==> config.mk <==
export PLATFORM = sky130hd
export DESIGN_NAME = hwpe_ctrl_reqrsp_arbiter
export DESIGN_NICKNAME = d
export VERILOG_FILES = /design/src/rtl/hwpe_ctrl_package.sv /design/src/rtl/hwpe_ctrl_rr_arb.sv /design/src/rtl/hwpe_ctrl_reqrsp_arbiter.sv
export SDC_FILE = /design/constraint.sdc
export NUM_CORES = 1
export LEC_CHECK = 0
export ABC_CLOCK_PERIOD_IN_PS = 9790
export BUFFER_PORTS_ARGS = -buffer_cell sky130_fd_sc_hd__buf_2
export CAP_MARGIN = 10
export CORE_AREA = 2 2 339 341
export CTS_CLUSTER_SIZE = 40
export DETAILED_ROUTE_END_ITERATION = 10
export DIE_AREA = 0 0 341 343
export HOLD_SLACK_MARGIN = 0.1
export SLEW_MARGIN = 20
export SYNTH_ARGS = -nofsm -noshare
export SYNTH_HDL_FRONTEND = slang
export SYNTH_SLANG_ARGS = --single-unit
==> constraint.sdc <==
create_clock -name clk_i -period 9.79 [get_ports clk_i]
set_input_delay 1.958 -clock clk_i [delete_from_list [all_inputs] [get_ports clk_i]]
set_output_delay 1.958 -clock clk_i [all_outputs]
set_load 0.02 [all_outputs]
==> src/rtl/hwpe_ctrl_package.sv <==
// Shared definitions for the HWPE control slice: control register indices
// (address bits [5:3]) and the arbiter state encoding.
package hwpe_ctrl_package;

  localparam logic [2:0] REG_TRIGGER = 3'd0;
  localparam logic [2:0] REG_STATUS  = 3'd1;
  localparam logic [2:0] REG_JOBID   = 3'd2;
  localparam logic [2:0] REG_SOFTCLR = 3'd3;
  localparam logic [2:0] REG_PUSH    = 3'd4;
  localparam logic [2:0] REG_PULL    = 3'd5;

  typedef enum logic [0:0] {
    ARB_IDLE     = 1'b0,
    ARB_WAIT_RSP = 1'b1
  } arb_state_e;

  // Reads of STATUS and JOBID never disturb a job being programmed, so any
  // requester may issue them even while another one owns the engine.
  function automatic logic is_shared_read(input logic write, input logic [2:0] reg_idx);
    return !write && ((reg_idx == REG_STATUS) || (reg_idx == REG_JOBID));
  endfunction

endpackage

==> src/rtl/hwpe_ctrl_rr_arb.sv <==
// Round-robin arbiter: combinational one-hot grant searched from an internal
// priority pointer; the pointer advances past the grantee on acceptance.
module hwpe_ctrl_rr_arb #(
  parameter int N = 4
) (
  input  logic                 clk_i,
  input  logic                 rst_ni,
  input  logic [N-1:0]         req,
  input  logic                 advance,
  output logic [N-1:0]         gnt,
  output logic [$clog2(N)-1:0] idx
);

  localparam int IDX_W = $clog2(N);

  logic [IDX_W-1:0] rr_q;
  logic [IDX_W-1:0] cand;
  logic             found;

  // Scan from the pointer with wrap-around and grant the first requester seen.
  always_comb begin
    gnt   = '0;
    idx   = '0;
    found = 1'b0;
    cand  = '0;
    for (int k = 0; k < N; k++) begin
      cand = IDX_W'((int'(rr_q) + k) % N);
      if (!found && req[cand]) begin
        found     = 1'b1;
        gnt[cand] = 1'b1;
        idx       = cand;
      end
    end
  end

  // Move the pointer past the accepted grantee so it drops to lowest priority.
  always_ff @(posedge clk_i or negedge rst_ni) begin
    if (!rst_ni) begin
      rr_q <= '0;
    end else if (advance) begin
      rr_q <= (int'(idx) == N - 1) ? '0 : idx + 1'b1;
    end
  end

endmodule

==> src/rtl/hwpe_ctrl_reqrsp_arbiter.sv <==
// Shares one HWPE reqrsp configuration port between N_REQ requesters with
// one transaction in flight, response routing back to the issuer, and an
// ownership lock that keeps a job's programming sequence uninterrupted.
module hwpe_ctrl_reqrsp_arbiter
  import hwpe_ctrl_package::*;
#(
  parameter int N_REQ      = 4,
  parameter int ADDR_WIDTH = 32,
  parameter int DATA_WIDTH = 64
) (
  input  logic                                    clk_i,
  input  logic                                    rst_ni,
  input  logic [N_REQ-1:0]                        req_q_valid_i,
  input  logic [N_REQ-1:0]                        req_q_write_i,
  input  logic [N_REQ-1:0][ADDR_WIDTH-1:0]        req_q_addr_i,
  input  logic [N_REQ-1:0][DATA_WIDTH-1:0]        req_q_data_i,
  input  logic [N_REQ-1:0][DATA_WIDTH/8-1:0]      req_q_strb_i,
  output logic [N_REQ-1:0]                        req_q_ready_o,
  output logic [N_REQ-1:0]                        req_p_valid_o,
  output logic [N_REQ-1:0][DATA_WIDTH-1:0]        req_p_data_o,
  input  logic [N_REQ-1:0]                        req_p_ready_i,
  output logic                                    tgt_q_valid_o,
  output logic                                    tgt_q_write_o,
  output logic [ADDR_WIDTH-1:0]                   tgt_q_addr_o,
  output logic [DATA_WIDTH-1:0]                   tgt_q_data_o,
  output logic [DATA_WIDTH/8-1:0]                 tgt_q_strb_o,
  input  logic                                    tgt_q_ready_i,
  input  logic                                    tgt_p_valid_i,
  input  logic [DATA_WIDTH-1:0]                   tgt_p_data_i,
  output logic                                    tgt_p_ready_o,
  output logic                                    lock_valid_o,
  output logic [$clog2(N_REQ)-1:0]                lock_owner_o
);

  localparam int IDX_W = $clog2(N_REQ);

  arb_state_e       state_q, state_d;
  logic [IDX_W-1:0] owner_q, owner_d;
  logic             lock_q, lock_d;
  logic [IDX_W-1:0] lock_owner_q, lock_owner_d;

  logic [N_REQ-1:0] eligible;
  logic [N_REQ-1:0] arb_req;
  logic [N_REQ-1:0] gnt;
  logic [IDX_W-1:0] gnt_idx;
  logic             accept;
  logic             gnt_write;
  logic [2:0]       gnt_reg;

  // While locked, non-owners may only read STATUS/JOBID; everything else waits.
  always_comb begin
    eligible = '0;
    for (int i = 0; i < N_REQ; i++) begin
      eligible[i] = req_q_valid_i[i] &&
                    (!lock_q || (lock_owner_q == IDX_W'(i)) ||
                     is_shared_read(req_q_write_i[i], req_q_addr_i[i][5:3]));
    end
  end

  assign arb_req = (state_q == ARB_IDLE) ? eligible : '0;

  hwpe_ctrl_rr_arb #(
    .N (N_REQ)
  ) i_rr_arb (
    .clk_i   (clk_i),
    .rst_ni  (rst_ni),
    .req     (arb_req),
    .advance (accept),
    .gnt     (gnt),
    .idx     (gnt_idx)
  );

  assign tgt_q_valid_o = |arb_req;
  assign tgt_q_write_o = req_q_write_i[gnt_idx];
  assign tgt_q_addr_o  = req_q_addr_i[gnt_idx];
  assign tgt_q_data_o  = req_q_data_i[gnt_idx];
  assign tgt_q_strb_o  = req_q_strb_i[gnt_idx];
  assign req_q_ready_o = gnt & {N_REQ{tgt_q_ready_i}};
  assign accept        = tgt_q_valid_o & tgt_q_ready_i;
  assign gnt_write     = req_q_write_i[gnt_idx];
  assign gnt_reg       = req_q_addr_i[gnt_idx][5:3];

  assign lock_valid_o  = lock_q;
  assign lock_owner_o  = lock_owner_q;

  // Route the target response to the issuer; drain stray responses otherwise.
  always_comb begin
    req_p_valid_o = '0;
    req_p_data_o  = '0;
    tgt_p_ready_o = 1'b1;
    if (state_q == ARB_WAIT_RSP) begin
      req_p_valid_o[owner_q] = tgt_p_valid_i;
      req_p_data_o[owner_q]  = tgt_p_data_i;
      tgt_p_ready_o          = req_p_ready_i[owner_q];
    end
  end

  // Next state, response owner and lock; all updates happen on acceptance.
  always_comb begin
    state_d      = state_q;
    owner_d      = owner_q;
    lock_d       = lock_q;
    lock_owner_d = lock_owner_q;
    unique case (state_q)
      ARB_IDLE: begin
        if (accept) begin
          state_d = ARB_WAIT_RSP;
          owner_d = gnt_idx;
          if (gnt_write) begin
            if (gnt_reg == REG_SOFTCLR) begin
              lock_d = 1'b0;
            end else if ((gnt_reg == REG_TRIGGER) && lock_q && (gnt_idx == lock_owner_q)) begin
              lock_d = 1'b0;
            end else if ((gnt_reg == REG_PUSH) && !lock_q) begin
              lock_d       = 1'b1;
              lock_owner_d = gnt_idx;
            end
          end
        end
      end
      ARB_WAIT_RSP: begin
        if (tgt_p_valid_i && tgt_p_ready_o) begin
          state_d = ARB_IDLE;
        end
      end
      default: state_d = ARB_IDLE;
    endcase
  end

  // State, response owner and lock registers.
  always_ff @(posedge clk_i or negedge rst_ni) begin
    if (!rst_ni) begin
      state_q      <= ARB_IDLE;
      owner_q      <= '0;
      lock_q       <= 1'b0;
      lock_owner_q <= '0;
    end else begin
      state_q      <= state_d;
      owner_q      <= owner_d;
      lock_q       <= lock_d;
      lock_owner_q <= lock_owner_d;
    end
  end

endmodule

=== Yosys cells after proc, flatten, opt, wreduce, memory -nomap -nowiden ===
Cells that the tools add are included.

* Word-level logic and storage cells: 144
* Input port bits: 496
* Flip-flop bits (word level): 8
* Output and inout port bits: 374

* Magnitude comparators: 11
* Reduce and logical (&&, ||, !) cells: 47
* Bitwise logic cells: 10
* Add/subtract/negate cells: 4
* Mux-type cells: 52
* Equal/unequal tests: 15

{| class="wikitable"
|+ Operators with widths
! cell !! number
|-
| $and 256x256->256 || 1
|-
| $mux 256 || 1
|-
| $bmux 64 s2 || 1
|-
| $demux 64 s2 || 1
|-
| $mux 64 || 2
|-
| $bmux 32 s2 || 1
|-
| $mux 32 || 1
|-
| $mux 4 || 6
|-
| $logic_and 1x1->1 || 20
|-
| $mux 1 || 20
|-
| $lt 2x3->1 const B || 6
|-
| $bmux 8 s2 || 1
|-
| $eq 3x2->1 const B || 5
|-
| $bmux 1 s2 || 6
|-
| $eq 3x1->1 const B || 4
|-
| $logic_or 1x1->1 || 12
|-
| $or 4x4->4 || 3
|-
| $demux 1 s2 || 5
|-
| $ge 2x1->1 const B || 5
|-
| $mux 2 || 5
|-
| $and 4x4->4 || 2
|-
| $logic_not 1->1 || 8
|-
| $mux 8 || 1
|-
| $reduce_and 6->1 || 1
|-
| other kinds (15) || 21
|}

=== Longest topological paths before layout ===
* Depth in word-level cells: 25
* Gate-level depth with buffers: 14

=== Hierarchy ===
From an unflattened synthesis, not the netlist that was laid out.

* Cell total of the unflattened synthesis: 614
* Area total of the unflattened synthesis: 4908.5 um2

{| class="wikitable"
|+ By module, submodules not included
! module !! times used !! cells each !! seq. area each (um2) !! area an instance (um2)
|-
| hwpe_ctrl_reqrsp_arbiter || 1 || 549 || 150.1 || 4383.0
|-
| hwpe_ctrl_rr_arb || 1 || 65 || 50.0 || 525.5
|}

=== Least setup slack after synthesis ===
No wires, ideal clock.

* Path kind: input port to output port
* Start point: in req_q_valid_i[1]
* End point: out tgt_q_data_o[10]
* Buffers on the path: 3
* Path slack: 3547 ps
* Data arrival time: 4285 ps
* Required time: 7832 ps
* Stages: 10
* Path through: nand2b_1 > or4_4 > a31oi_1 > a211oi_1 > or3_1 > buf_4 > buf_4 > buf_4 > mux2i_1 > a21oi_1

* Word-level cells in the longest chain between the ends: 16
* Elaborated cells on any way between the ends: 25
* Classes of those cells: mux (18); reduce/logical (7)

{| class="wikitable"
|+ RTL lines
! element !! line !! RTL
|-
| start: declaration || hwpe_ctrl_reqrsp_arbiter.sv:13 || <nowiki>input logic [N_REQ-1:0] req_q_valid_i,</nowiki>
|-
| $logic_and 1x1->1 (*) || hwpe_ctrl_reqrsp_arbiter.sv:54 || <nowiki>eligible[i] = req_q_valid_i[i] &&</nowiki>
|-
| $mux 4 (*) || hwpe_ctrl_reqrsp_arbiter.sv:60 || <nowiki>assign arb_req = (state_q == ARB_IDLE) ? eligible : '0;</nowiki>
|-
| $bmux 1 s2 || hwpe_ctrl_rr_arb.sv:28 || <nowiki>if (!found && req[cand]) begin</nowiki>
|-
| $mux 1 (not written as such) || hwpe_ctrl_rr_arb.sv:28 ||
|-
| $mux 1 || hwpe_ctrl_rr_arb.sv:28 ||
|-
| $logic_not 1->1 || hwpe_ctrl_rr_arb.sv:28 ||
|-
| $logic_and 1x1->1 || hwpe_ctrl_rr_arb.sv:28 ||
|-
| $mux 1 || hwpe_ctrl_rr_arb.sv:28 ||
|-
| $logic_not 1->1 || hwpe_ctrl_rr_arb.sv:28 ||
|-
| $logic_and 1x1->1 || hwpe_ctrl_rr_arb.sv:28 ||
|-
| $mux 1 || hwpe_ctrl_rr_arb.sv:28 ||
|-
| $logic_not 1->1 || hwpe_ctrl_rr_arb.sv:28 ||
|-
| $logic_and 1x1->1 || hwpe_ctrl_rr_arb.sv:28 ||
|-
| $mux 2 (*) || hwpe_ctrl_rr_arb.sv:28 ||
|-
| $bmux 64 s2 (*) || hwpe_ctrl_reqrsp_arbiter.sv:76 || <nowiki>assign tgt_q_data_o = req_q_data_i[gnt_idx];</nowiki>
|-
| $mux 64 (not written as such) (*) || hwpe_ctrl_reqrsp_arbiter.sv:76 ||
|-
| end: declaration || hwpe_ctrl_reqrsp_arbiter.sv:25 || <nowiki>output logic [DATA_WIDTH-1:0] tgt_q_data_o,</nowiki>
|}

Mark *: on every way between the ends. The rest lies on a longest branch, timed or not. The select of a mux whose other input is x is not followed.

=== Final worst setup path ===
* Start point: in req_q_valid_i[3]
* End point: out tgt_q_addr_o[21]

* Word-level cells in the longest chain between the ends: 16
* Elaborated cells on any way between the ends: 25
* Classes of those cells: mux (18); reduce/logical (7)

{| class="wikitable"
|+ RTL lines
! element !! line !! RTL
|-
| $logic_and 1x1->1 (*) || hwpe_ctrl_reqrsp_arbiter.sv:54 ||
|-
| $mux 4 (*) || hwpe_ctrl_reqrsp_arbiter.sv:60 ||
|-
| $bmux 1 s2 || hwpe_ctrl_rr_arb.sv:28 ||
|-
| $mux 1 (not written as such) || hwpe_ctrl_rr_arb.sv:28 ||
|-
| $mux 1 || hwpe_ctrl_rr_arb.sv:28 ||
|-
| $logic_not 1->1 || hwpe_ctrl_rr_arb.sv:28 ||
|-
| $logic_and 1x1->1 || hwpe_ctrl_rr_arb.sv:28 ||
|-
| $mux 1 || hwpe_ctrl_rr_arb.sv:28 ||
|-
| $logic_not 1->1 || hwpe_ctrl_rr_arb.sv:28 ||
|-
| $logic_and 1x1->1 || hwpe_ctrl_rr_arb.sv:28 ||
|-
| $mux 1 || hwpe_ctrl_rr_arb.sv:28 ||
|-
| $logic_not 1->1 || hwpe_ctrl_rr_arb.sv:28 ||
|-
| $logic_and 1x1->1 || hwpe_ctrl_rr_arb.sv:28 ||
|-
| $mux 2 (*) || hwpe_ctrl_rr_arb.sv:28 ||
|-
| $bmux 32 s2 (*) || hwpe_ctrl_reqrsp_arbiter.sv:75 || <nowiki>assign tgt_q_addr_o = req_q_addr_i[gnt_idx];</nowiki>
|-
| $mux 32 (*) || n/a ||
|-
| end: declaration || hwpe_ctrl_reqrsp_arbiter.sv:24 || <nowiki>output logic [ADDR_WIDTH-1:0] tgt_q_addr_o,</nowiki>
|}

Marked as above.

==> results.json <==
{
  "cpPeakStageDelay_ns": 0.65,
  "max_freq_mhz": 128.8,
  "reg2regPathDepth": 11,
  "synth-seq-cells": 8,
  "crit_path_top_delay_cell": "or3_4",
  "initial_core_util": 0.05357,
  "cts_setup_buffers": 0,
  "place_congestion": 0.9350,
  "root_buffer": "clkbuf_16",
  "setup_violations": 0,
  "numPortBuffers": 869,
  "sequentialPowerShare": 0.026,
  "async_reset_ff_frac": 1.000,
  "die-width_um": 341,
  "switching_share": 0.6776,
  "cts_made_buffers": 3,
  "synth.net_count": 1491,
  "rrSetupSlack_ns": 5.39,
  "clkPwrFrac": 0.023,
  "area_growth_pct": 100.5,
  "ys_seq_area_frac": 0.03295,
  "coreArea_mm2": 0.1134,
  "die_h_um": 343,
  "viasPerCell": 3.288,
  "synth_area_per_cell_um2": 6.156,
  "drive_gt1_frac": 0.5644,
  "finalNetCount": 2291,
  "tritoncts": "yes",
  "power_density_mw_per_mm2": 254.2,
  "grt_max_degree": 88,
  "crit_end": "tgt_q_addr_o[21]",
  "maxSlewViolCount": 0,
  "grt_pass1_vias": 9516,
  "leakage_uw": 0.006569,
  "fin_total_pwr_uw": 3097,
  "synth_cells": 987,
  "drt-pass1-iter-count": 5,
  "worst_pin_slew_ns": 0.8897,
  "grt_pass1_wl_mm": 93.65,
  "htreeDepth": 1,
  "cpMostUsedCell": "buf_2",
  "crit_chain": "buf_2, nor4b_2, a221oi_1, a311oi_2, a211oi_1, or3_4, buf_12, mux2_2, nor2_1, a21oi_1, buf_2",
  "synth_ff_type": "dfrtp_1",
  "ir_drop_uv": 255.2,
  "ys_types": 56,
  "timing.setup.tns_ns": 0,
  "finalCriticalPeriod_ns": 7.766,
  "arrival_ns": 5.81,
  "criticalPathCategory": "in -> out",
  "p_int_uw": 998.5,
  "syn_area_mm2": 0.006076,
  "timing.hold.ws_ns": 0.4968,
  "synth_edf_count": 0,
  "maxSlewHeadroom": 0.4069,
  "r2r_end": "lock_valid_o$_DFFE_PN0P_",
  "hold_viol_final": 0,
  "switchingPower_uw": 2099,
  "antenna_found_initial": 97,
  "clk_latency_ns": 0.23,
  "ys.warnings.count": 0,
  "placed_area_mm2": 0.01207,
  "status": "completed",
  "worstSetupStartpoint": "req_q_valid_i[3]",
  "num_io_pins": 870,
  "cap_violations": 0,
  "hold_depth": 2,
  "rows": 124,
  "vias": 10890,
  "cts_resized": 0,
  "drc": 0,
  "path_clk_slew_ns": 0.04,
  "clock_skew_ns": 0.002237,
  "hold_class": "reg -> reg",
  "endpoint_kind": "output pin",
  "p_comb_frac": 0.951,
  "track_usage": 0.1201,
  "worstSetupStartpointType": "input pin",
  "ant_nets": 0,
  "rsz0062_at_grt": "false",
  "grt_overflow_total": 0,
  "drt_iter0_drc": 593,
  "required_ns": 7.83,
  "r2r-start": "i_rr_arb.rr_q[0]$_DFFE_PN0P_",
  "finalWirelength_mm": 76.21,
  "postCtsHoldBufs": 0,
  "cts.sinks": 8,
  "postLayoutCellArea_mm2": 0.01218,
  "place_hpwl_mm": 69.55,
  "dieArea_mm2": 0.1170,
  "post_drt_wl_per_cell_um": 23.01,
  "cts_max_path_buffers": 2,
  "finalCritPeriodShare": 0.7932,
  "path_max_fanout": 87
}
-- cells in the final DEF (no fill, tap or decap), types with 3 or more instances in the layout --
master / instances
a21boi_0: 4
a21o_1: 4
a21oi_1: 111
a221oi_1: 3
a22o_1: 6
a22oi_1: 3
a311o_1: 3
a31oi_1: 3
buf_12: 4
buf_2: 869
buf_4: 8
clkbuf_16: 3
dfrtp_1: 7
diode_2: 14
ha_1: 8
inv_1: 8
mux2_2: 103
mux2i_1: 109
mux4_2: 3
nand2_1: 83
nand2b_1: 4
nand3_1: 4
nand4_1: 4
nor2_1: 371
nor2b_1: 5
nor4_1: 3
o21ai_0: 8
xnor2_1: 3
-- registers in the layout, summed over array words and instances (netlist names) --
signal / flops
i_rr_arb.rr_q: 2
lock_owner_o: 2
lock_valid_o: 1
owner_q: 2
state_q: 1
-- critical path: cells and delay by family --
family | cells | cell delay (ns)
buffers and inverters | 3 | 0.87
muxes | 1 | 0.27
AOI/OAI and AO/OA | 4 | 1.62
and+or+nand+nor | 3 | 0.87
-- area by class of cell --
cell class	instances	area (um^2)
Fill cell	13400	101200
Multi-Input combinational cell	885	5458
Timing Repair Buffer	881	4489
Tap cell	1512	1892
Sequential cell	8	201.4
Clock buffer	4	78.83
Antenna cell	14	35.03
Inverter	8	30.03
-- per-stage QoR --
step | util | cells | setup slack (ns)
3_5_place_dp | 0.1064 | 3294 | 1.976
6_report | 0.1074 | 3312 | 2.024
2_1_floorplan | - | 987 | 3.547
4_1_cts | 0.1071 | 3298 | 1.961
3_3_place_gp | 0.1064 | 3294 | 1.968
5_1_grt | 0.1073 | 3307 | 1.818
-- worst min path at each step --
stage / end / from / slack [ns]
after floorplan: owner_q[1]$_DFFE_PN0P_ / owner_q[1]$_DFFE_PN0P_ / 0.52
after global placement: state_q$_DFF_PN0_ / state_q$_DFF_PN0_ / 0.48
after detailed placement: state_q$_DFF_PN0_ / state_q$_DFF_PN0_ / 0.49
after CTS: state_q$_DFF_PN0_ / state_q$_DFF_PN0_ / 0.50
after global routing: state_q$_DFF_PN0_ / state_q$_DFF_PN0_ / 0.53
final: state_q$_DFF_PN0_ / state_q$_DFF_PN0_ / 0.50
-- cells in the mapped netlist (all sizes together), types with 4 or more instances --
cell / instances / area [um^2]
a21boi: 4 / 30.03
a21o: 4 / 30.03
a21oi: 111 / 555.5
a22o: 6 / 52.55
buf: 48 / 257.8
clkbuf: 38 / 142.6
dfrtp: 8 / 200.2
ha: 8 / 100.1
inv: 8 / 30.03
mux2: 104 / 1171
mux2i: 109 / 1091
nand2: 84 / 315.3
nand2b: 7 / 51.30
nand3: 4 / 20.02
nand4: 4 / 25.02
nor2: 371 / 1393
nor2b: 5 / 31.28
o21ai: 8 / 40.04
-- cells by family after synthesis --
| family | count (synthesis) | share of synthesized area |
|---|---|---|
| simple gates | 494 | 0.3293 |
| fa+ha+maj | 8 | 0.01648 |
| buf+inv | 94 | 0.07084 |
| xor+xnor | 5 | 0.007209 |
| mux | 216 | 0.3834 |
| compound gates | 162 | 0.1598 |
| flops | 8 | 0.03295 |
-- routing by layer --
layer / track usage / vias to the layer above / routed length [um]
met1: 0.1429 / 4904 / 29540
met5: 0 / - / 333
li1: - / 4991 / -
met3: 0.03374 / 194 / 6835
met2: 0.2167 / 746 / 37610
met4: 0.01891 / 54 / 1897
-- power groups by stage --
stage | registers, uW | clock network, uW | logic, uW
2_1_floorplan | 62.8 | 0 | 1800
3_5_place_dp | 80.7 | 0 | 2980
3_3_place_gp | 80.8 | 0 | 2970
4_1_cts | 79.9 | 71.8 | 2980
5_1_grt | 83.1 | 74.0 | 3150
6_report | 79.6 | 70.7 | 2950
No activity file was read; power rests on OpenSTA's default activity.
